**src/rtl/l2_pkg.sv**
```systemverilog
// rtl/l2_pkg.sv - shared types, constants and geometry helpers for the L2 page-fill server
package l2_pkg;

    // Transfer sequencer states
    typedef enum logic [2:0] {
        ST_IDLE,
        ST_GRANT,
        ST_FETCH,
        ST_DELIVER,
        ST_GAP
    } l2_state_t;

    // Client indices; lower index wins arbitration
    localparam logic L2_C0 = 1'b0;   // dcache
    localparam logic L2_C1 = 1'b1;   // icache

    // Memory words are 16 bits, so a page holds half as many words as bytes
    function automatic int page_words_f(input int page_bytes);
        return page_bytes / 2;
    endfunction

    function automatic int offset_bits_f(input int page_bytes);
        return $clog2(page_bytes);
    endfunction

endpackage

```
**src/rtl/l2_arb.sv**
```systemverilog
// rtl/l2_arb.sv - fixed-priority request picker, lowest index wins
// Ports:
//   req         : one request bit per client
//   grant_valid : at least one request present
//   grant_id    : index of the winning client
module l2_arb #(
    parameter int N_CLIENTS = 2,
    parameter int ID_W      = (N_CLIENTS > 1) ? $clog2(N_CLIENTS) : 1
) (
    input  logic [N_CLIENTS-1:0] req,
    output logic                 grant_valid,
    output logic [ID_W-1:0]      grant_id
);

    // Scan from the top down so the lowest requesting index is the last write
    always_comb begin
        grant_valid = 1'b0;
        grant_id    = '0;
        for (int i = N_CLIENTS - 1; i >= 0; i--) begin
            if (req[i]) begin
                grant_valid = 1'b1;
                grant_id    = ID_W'(i);
            end
        end
    end

endmodule

```
**src/rtl/l2_server.sv**
```systemverilog
// rtl/l2_server.sv - L2 page-fill responder serving two cache clients from a word memory
// Ports:
//   clk, rst                     : clock, asynchronous active-high reset
//   cN_start, cN_page            : client fill request and page number (c0 has priority)
//   cN_launch, cN_ready          : grant held for the transfer, one-cycle word-valid pulse
//   l2_busy, l2_data             : shared transfer-in-progress flag and returned word
//   mem_req, mem_addr            : word read request held until acknowledged, {page, word_idx}
//   mem_ack, mem_rdata           : read data valid strobe and data
module l2_server
    import l2_pkg::*;
#(
    parameter int ADDR_WIDTH = 16,
    parameter int PAGE_BYTES = 32
) (
    input  logic                                            clk,
    input  logic                                            rst,
    input  logic                                            c0_start,
    input  logic [ADDR_WIDTH-offset_bits_f(PAGE_BYTES)-1:0] c0_page,
    output logic                                            c0_launch,
    output logic                                            c0_ready,
    input  logic                                            c1_start,
    input  logic [ADDR_WIDTH-offset_bits_f(PAGE_BYTES)-1:0] c1_page,
    output logic                                            c1_launch,
    output logic                                            c1_ready,
    output logic                                            l2_busy,
    output logic [15:0]                                     l2_data,
    output logic                                            mem_req,
    output logic [ADDR_WIDTH-2:0]                           mem_addr,
    input  logic                                            mem_ack,
    input  logic [15:0]                                     mem_rdata
);

    localparam int PAGE_WORDS  = page_words_f(PAGE_BYTES);
    localparam int OFFSET_BITS = offset_bits_f(PAGE_BYTES);
    localparam int PAGE_W      = ADDR_WIDTH - OFFSET_BITS;
    localparam int IDX_W       = $clog2(PAGE_WORDS);

    l2_state_t         state_q, state_d;
    logic              owner_q, owner_d;
    logic [PAGE_W-1:0] page_q, page_d;
    logic [IDX_W-1:0]  idx_q, idx_d;
    logic [1:0]        launch_q, launch_d;
    logic [1:0]        ready_q, ready_d;
    logic              busy_q, busy_d;
    logic [15:0]       data_q, data_d;
    logic              mem_req_q, mem_req_d;
    logic [ADDR_WIDTH-2:0] mem_addr_q, mem_addr_d;

    logic grant_valid;
    logic grant_id;

    l2_arb #(
        .N_CLIENTS (2),
        .ID_W      (1)
    ) u_arb (
        .req         ({c1_start, c0_start}),
        .grant_valid (grant_valid),
        .grant_id    (grant_id)
    );

    always_comb begin
        state_d    = state_q;
        owner_d    = owner_q;
        page_d     = page_q;
        idx_d      = idx_q;
        launch_d   = launch_q;
        ready_d    = 2'b00;          // ready is a single-cycle pulse
        busy_d     = busy_q;
        data_d     = data_q;
        mem_req_d  = mem_req_q;
        mem_addr_d = mem_addr_q;

        case (state_q)
            ST_IDLE: begin
                if (grant_valid) begin
                    owner_d            = grant_id;
                    page_d             = (grant_id == L2_C1) ? c1_page : c0_page;
                    idx_d              = '0;
                    launch_d           = 2'b00;
                    launch_d[grant_id] = 1'b1;
                    busy_d             = 1'b1;
                    state_d            = ST_GRANT;
                end
            end
            ST_GRANT: begin
                mem_req_d  = 1'b1;
                mem_addr_d = {page_q, idx_q};
                state_d    = ST_FETCH;
            end
            ST_FETCH: begin
                if (mem_ack) begin
                    data_d           = mem_rdata;
                    ready_d[owner_q] = 1'b1;
                    mem_req_d        = 1'b0;
                    state_d          = ST_DELIVER;
                end
            end
            ST_DELIVER: begin
                state_d = ST_GAP;
            end
            ST_GAP: begin
                if (idx_q == IDX_W'(PAGE_WORDS - 1)) begin
                    launch_d  = 2'b00;
                    busy_d    = 1'b0;
                    mem_req_d = 1'b0;
                    state_d   = ST_IDLE;
                end else begin
                    idx_d      = idx_q + 1'b1;
                    mem_req_d  = 1'b1;
                    mem_addr_d = {page_q, idx_q + 1'b1};
                    state_d    = ST_FETCH;
                end
            end
            default: begin
                state_d = ST_IDLE;
            end
        endcase
    end

    always_ff @(posedge clk or posedge rst) begin
        if (rst) begin
            state_q    <= ST_IDLE;
            owner_q    <= L2_C0;
            page_q     <= '0;
            idx_q      <= '0;
            launch_q   <= 2'b00;
            ready_q    <= 2'b00;
            busy_q     <= 1'b0;
            data_q     <= '0;
            mem_req_q  <= 1'b0;
            mem_addr_q <= '0;
        end else begin
            state_q    <= state_d;
            owner_q    <= owner_d;
            page_q     <= page_d;
            idx_q      <= idx_d;
            launch_q   <= launch_d;
            ready_q    <= ready_d;
            busy_q     <= busy_d;
            data_q     <= data_d;
            mem_req_q  <= mem_req_d;
            mem_addr_q <= mem_addr_d;
        end
    end

    assign c0_launch = launch_q[L2_C0];
    assign c1_launch = launch_q[L2_C1];
    assign c0_ready  = ready_q[L2_C0];
    assign c1_ready  = ready_q[L2_C1];
    assign l2_busy   = busy_q;
    assign l2_data   = data_q;
    assign mem_req   = mem_req_q;
    assign mem_addr  = mem_addr_q;

endmodule

```
**config.mk**
```make
export PLATFORM = sky130hd
export DESIGN_NAME = l2_server
export DESIGN_NICKNAME = d
export VERILOG_FILES = /design/src/rtl/l2_pkg.sv /design/src/rtl/l2_arb.sv /design/src/rtl/l2_server.sv
export SDC_FILE = /design/constraint.sdc
export NUM_CORES = 1
export LEC_CHECK = 0
export BUFFER_PORTS_ARGS = -buffer_cell sky130_fd_sc_hd__buf_2
export CAP_MARGIN = 20
export CORE_MARGIN = 4
export CORE_UTILIZATION = 40
export DETAILED_ROUTE_END_ITERATION = 12
export GPL_ROUTABILITY_DRIVEN = 1
export PLACE_DENSITY = 0.72
export SLEW_MARGIN = 20
export SYNTH_ARGS = -nofsm -noshare
export SYNTH_HDL_FRONTEND = slang
export SYNTH_SLANG_ARGS = --single-unit
```
**constraint.sdc**
```tcl
create_clock -name clk -period 5.8 [get_ports clk]
set_clock_uncertainty 0.15 [all_clocks]
set_input_delay 0.87 -clock clk [delete_from_list [all_inputs] [get_ports clk]]
set_output_delay 0.87 -clock clk [all_outputs]
set_load 0.05 [all_outputs]
```
# After elaboration in Yosys (flattened, before gate mapping)
# Cells that the tools add are included.
[classes]
magnitude_cmp = 4
n_eq_ne = 9
muxes = 28
addsub = 1
n_reduce_logical = 13
[ops]
columns = ["op", "count"]
rows = [
  ["one-hot mux 15 bit (2 select lines)", 1],
  ["two-way mux 15 bit", 1],
  ["one-hot mux 3 bit (5 select lines)", 1],
  ["two-way mux 11 bit", 1],
  ["two-way mux 2 bit", 5],
  ["AND reduction 2 bit", 5],
  ["two-way mux 1 bit", 9],
  ["two-way mux 4 bit", 2],
  ["!= test 2 bit (second input constant)", 4],
  ["one-hot mux 4 bit (2 select lines)", 1],
  ["== test 3 x 2 -> 1 bit (second input constant)", 2],
  ["two-way mux 3 bit", 2],
  ["AND reduction 3 bit", 2],
  ["adder 4 x 1 -> 4 bit (second input constant)", 1],
  ["== test 4 bit (second input constant)", 1],
  ["less-than comparator 1 x 2 -> 1 bit (second input constant)", 2],
  ["one-hot mux 2 bit (2 select lines)", 1],
  ["nonzero test 2 bit", 2],
  ["== test 3 x 1 -> 1 bit (second input constant)", 1],
  ["== test 3 bit (second input constant)", 1],
  ["zero test 3 bit", 1],
  ["one-hot mux 1 bit (3 select lines)", 1],
  ["nonzero test 3 bit", 1],
  ["demux 1 bit (select 1 bit)", 2],
  ["other kinds (3)", 5],
]
[totals]
in_bits = 43
elab_cells = 65
register_bits = 56

# Longest topological paths before layout
[logic_depth]
word_depth = 8
ltp_mapped = 7
depth_no_buf = 5

# Cells and area by module
# From an unflattened synthesis, not the netlist that was laid out.
[unflattened]
cells_unflattened = 189
hier_area_um2 = 2428.6
[by_module_without_submodules]
columns = ["module", "instances", "cells_each", "area_per_inst_um2", "seq_area_each_um2"]
rows = [
  ["l2_server", 1, 187, 2413.6, 1401.3],
  ["l2_arb", 1, 2, 15.0, 0.0],
]

# Least setup slack after synthesis
# Ideal clock, no wire load.
[synth_timing]
kind = "input-to-reg"
from = "input mem_ack"
to = "register data_q[10], in the netlist l2_data[10]"
t_arrival_ns = 1.928
setup_time_ns = 0.125
n_path_buf = 2
slack_ns = 3.598
stages = 5
path_cell_list = "inv_1 > nor4b_1 > buf_2 > buf_2 > mux2_2"
[synth_via]
elab_chain_cells = 1
[synth_lines]
columns = ["item", "line_no", "text"]
rows = [
  ["start, declared", "l2_server.sv:29", "input logic mem_ack,"],
  ["AND reduction 2 bit (no line)", "n/a", ""],
  ["end signal, assigned", "l2_server.sv:140", "data_q <= data_d;"],
  ["end, declared", "l2_server.sv:45", "logic [15:0] data_q, data_d;"],
]
# Every way passes these cells.
# A chain may end at the register's enable or synchronous reset.

# Final worst setup path
[layout_timing]
from = "register idx_q[1]"
to = "register mem_addr_q[12], in the netlist mem_addr[12]"
[layout_via]
elab_chain_cells = 3
[layout_lines]
columns = ["item", "line_no", "text"]
rows = [
  ["start, declared", "l2_server.sv:41", "logic [IDX_W-1:0] idx_q, idx_d;"],
  ["start signal, assigned", "l2_server.sv:136", "idx_q <= idx_d;"],
  ["== test 4 bit", "l2_server.sv:102", "if (idx_q == IDX_W'(PAGE_WORDS - 1)) begin"],
  ["!= test 2 bit (no line)", "n/a", ""],
  ["AND reduction 2 bit (no line)", "n/a", ""],
  ["end signal, assigned", "l2_server.sv:142", "mem_addr_q <= mem_addr_d;"],
  ["end, declared", "l2_server.sv:47", "logic [ADDR_WIDTH-2:0] mem_addr_q, mem_addr_d;"],
]
# Every way passes these cells.

==> impl_metrics.toml <==
[cells_and_area]
syn2layout_area_growth_pct = 23.6
layout-drive-gt1-share = 0.474
nets = 314
final_area_um2 = 2970
insertedDiodeCount = 0
fill_cells = 536
instances_no_fill = 342

[sta]
slew_viol_final = 0
hold_slack_ps = 326
setup_tns_ps = 0
period_share = 0.396
min_period_ps = 2300
relSlewSlack = 0.458
hold_viol = 0
layout_setup_ws_ps = 3500
setup_violations = 0
rsz0062_at_grt = "false"
worst_pin_slew_ps = 813
clock.fmax_mhz = 435

[pwr]
ir_worst_vdd_uv = 285
leakage_nw = 1.47
powerDensity_nw_per_um2 = 615

[worst_hold_path]
hold_path_class = "register to register"
whs_path_depth = 1
whs_endpoint = "ready_q[0]$_DFF_PP0_"
min-delay-start = "owner_q$_DFFE_PP0P_"

[outcome]
status = "finished clean"

[synthesis]
avgSynthCellArea_um2 = 12.7
synthDominantCellAreaShare = 0.583
synth-adder-area-share = 0.0104
synth_area_um2 = 2400
synthMuxAreaShare = 0.197
syn_nets = 235
synthSimpleGateAreaFrac = 0.0822
ys_seq_area_frac = 0.583
synthTopCellsByArea = "dfrtp_1 (58%), mux2_2 (14%), mux2i_1 (4.6%), o21ai_0 (2.9%), nand2_1 (2.7%)"
synth_top_area_cell = "dfrtp_1"
synth_warnings = 0
synth_xor_area_frac = 0.0109
synth_compound_area_frac = 0.0744
ys_seq_elements = 56
yosysUniqueCellTypes = 36
synth_top_family_by_area = "multiplexers"
syn_inst = 190

[detailed_routing]
totalWireLength_mm = 4.67
num_vias = 1665
ant_nets = 0
first_pass_iters = 4
initialDrtViolationCount = 43
drc_errors = 0
drt-vias-per-instance = 4.87
avgRoutedWirePerCell_um = 13.7

[global_routing]
grt_pass1_vias = 1751
met2_usage = 0.229
grt_overflow = 0
grt_pass1_wl_mm = 8.01
grtUsageTotal = 0.137
antenna_found_initial = 0
use_met1 = 0.168
grt_use_met3 = 0.0279
busiest_layer = "met2"
grt_max_degree = 57

[worst_setup_path]
r2r_slack_ps = 3500
critPathKind = "register to register"
r2r_end = "mem_addr[12]$_DFFE_PP0P_"
crit_arrival_ps = 2350
worstPathMaxFanout = 14
endpoint_kind = "register"
critPathRequiredTime_ps = 5850
r2r_start = "idx_q[1]$_DFFE_PP0P_"
r2r_cells = 5
setup.worst_path.start = "idx_q[1]$_DFFE_PP0P_"
cp-start-kind = "register"

[cts]
cts_setup_buffers = 0
cts_resized = 0
clk_pin_slew_ps = 100
insertion_delay_ps = 310
cts_tree = "done"
htree_levels = 2
cts_buffers = 5
hold_buffers = 0
clockBufferDepth = 2
cts.sinks = 56
cts_root_buf = "clkbuf_8"

[place]
dp.cells = 334
placed_area_um2 = 2860
port_buffers = 79
place.gp.congestion = 0.747
pre_cts_ws_ps = 3260
hpwl_mm = 3.50

[floorplan]
io_pins = 80
fp.dieArea_um2 = 7320
initial_core_util = 0.424
floorplan.die.height_um = 85.5
die_w_um = 85.5
rows = 27
core-area_um2 = 5680

[flow_run]
maxCapViolations = 0
layout make-up:
class	count	area, um2	area share
sequential	56	1400	0.472
multi-input combinational	117	912	0.307
timing repair buffer	82	418	0.141
tap	72	90.1	0.0303
clock buffer	5	68.8	0.0232
clock inverter	3	42.5	0.0143
inverter	7	38.8	0.0131
how the worst max path moves through the flow:
stage | to | cells past startpoint
after CTS | mem_addr[12]$_DFFE_PP0P_ | 5
after global placement | idx_q[0]$_DFFE_PP0P_ | 4
after floorplan | idx_q[0]$_DFFE_PP0P_ | 1
after detailed placement | idx_q[0]$_DFFE_PP0P_ | 4
final | mem_addr[12]$_DFFE_PP0P_ | 5
after global routing | mem_addr[12]$_DFFE_PP0P_ | 5
per-layer routing:
layer  up-vias  routed length, um
met5         -                  0
met4         0                130
met3         8                216
met2        40               2300
met1       807               2030
li1        810                  -
report_power, final:
group | internal, W | switching (W)
combinational | 0.000289 | 0.000626
clock | 0.000128 | 0.000123
sequential | 0.000558 | 0.000105
total | 0.000975 | 0.000853
cell usage after synthesis:
cell type  number
a21o_1          2
ha_1            2
o22ai_1         2
nor2_1          5
nand3_1         2
inv_1           6
nand2_4         1
o21a_1          1
a21oi_1         5
nor3_2          1
mux2_1          1
mux2i_1        11
nor4b_1         1
a22o_1          1
nand2_1        17
a211oi_1        1
o2bb2ai_1       1
clkinv_8        1
mux2_2         30
mux2_4          1
xor2_1          1
a2bb2oi_1       1
dfrtp_1        56
buf_2           5
nor3_1          2
or3b_1          1
buf_4           1
xnor2_1         2
buf_6           2
clkbuf_1        2
nand2b_1        1
o31ai_1         2
and2_1          2
nor2b_1         5
nor2_2          1
o21ai_0        14
kinds of logic (layout without fill, tap and decap cells):
group / Yosys count / in the layout
flops: 56 / 56
xor+xnor: 3 / 3
buf+inv: 17 / 97
fa+ha+maj: 2 / 2
compound gates: 30 / 30
mux: 43 / 43
simple gates: 39 / 39
layout by cell type (no fill, tap or decap), types with 2 or more instances in the layout:
cell      netlist  final
buf_2           5     79
dfrtp_1        56     56
mux2_2         30     30
nand2_1        17     17
o21ai_0        14     13
mux2i_1        11     11
inv_1           6      5
nor2b_1         5      5
a21oi_1         5      5
nor2_1          5      5
clkbuf_8        0      5
buf_4           1      3
nand3_1         2      2
o31ai_1         2      2
nor3_1          2      2
o22ai_1         2      2
xnor2_1         2      2
a21o_1          2      2
and2_1          2      2
ha_1            2      2
worst max-delay path, cell delays in order (launching register included):
cell	delay, ps
dfrtp_1	440
ha_1	230
nand3_1	200
a21oi_1	140
nor2_2	620
mux2_2	410
flip-flops by register name, indices dropped and copies added, names as in the netlist:
name and cells:
l2_data 16, mem_addr 15, page_q 11, idx_q 4, state_q 3, launch_q 2
ready_q 2, l2_busy 1, mem_req 1, owner_q 1
stage by stage:
stage | util | total power, W
2_1_floorplan | - | 0.00139
3_3_place_gp | 0.504 | 0.00158
3_5_place_dp | 0.504 | 0.00160
4_1_cts | 0.524 | 0.00185
5_1_grt | 0.524 | 0.00194
6_report | 0.524 | 0.00183
Power figures use the tool's default switching activity.
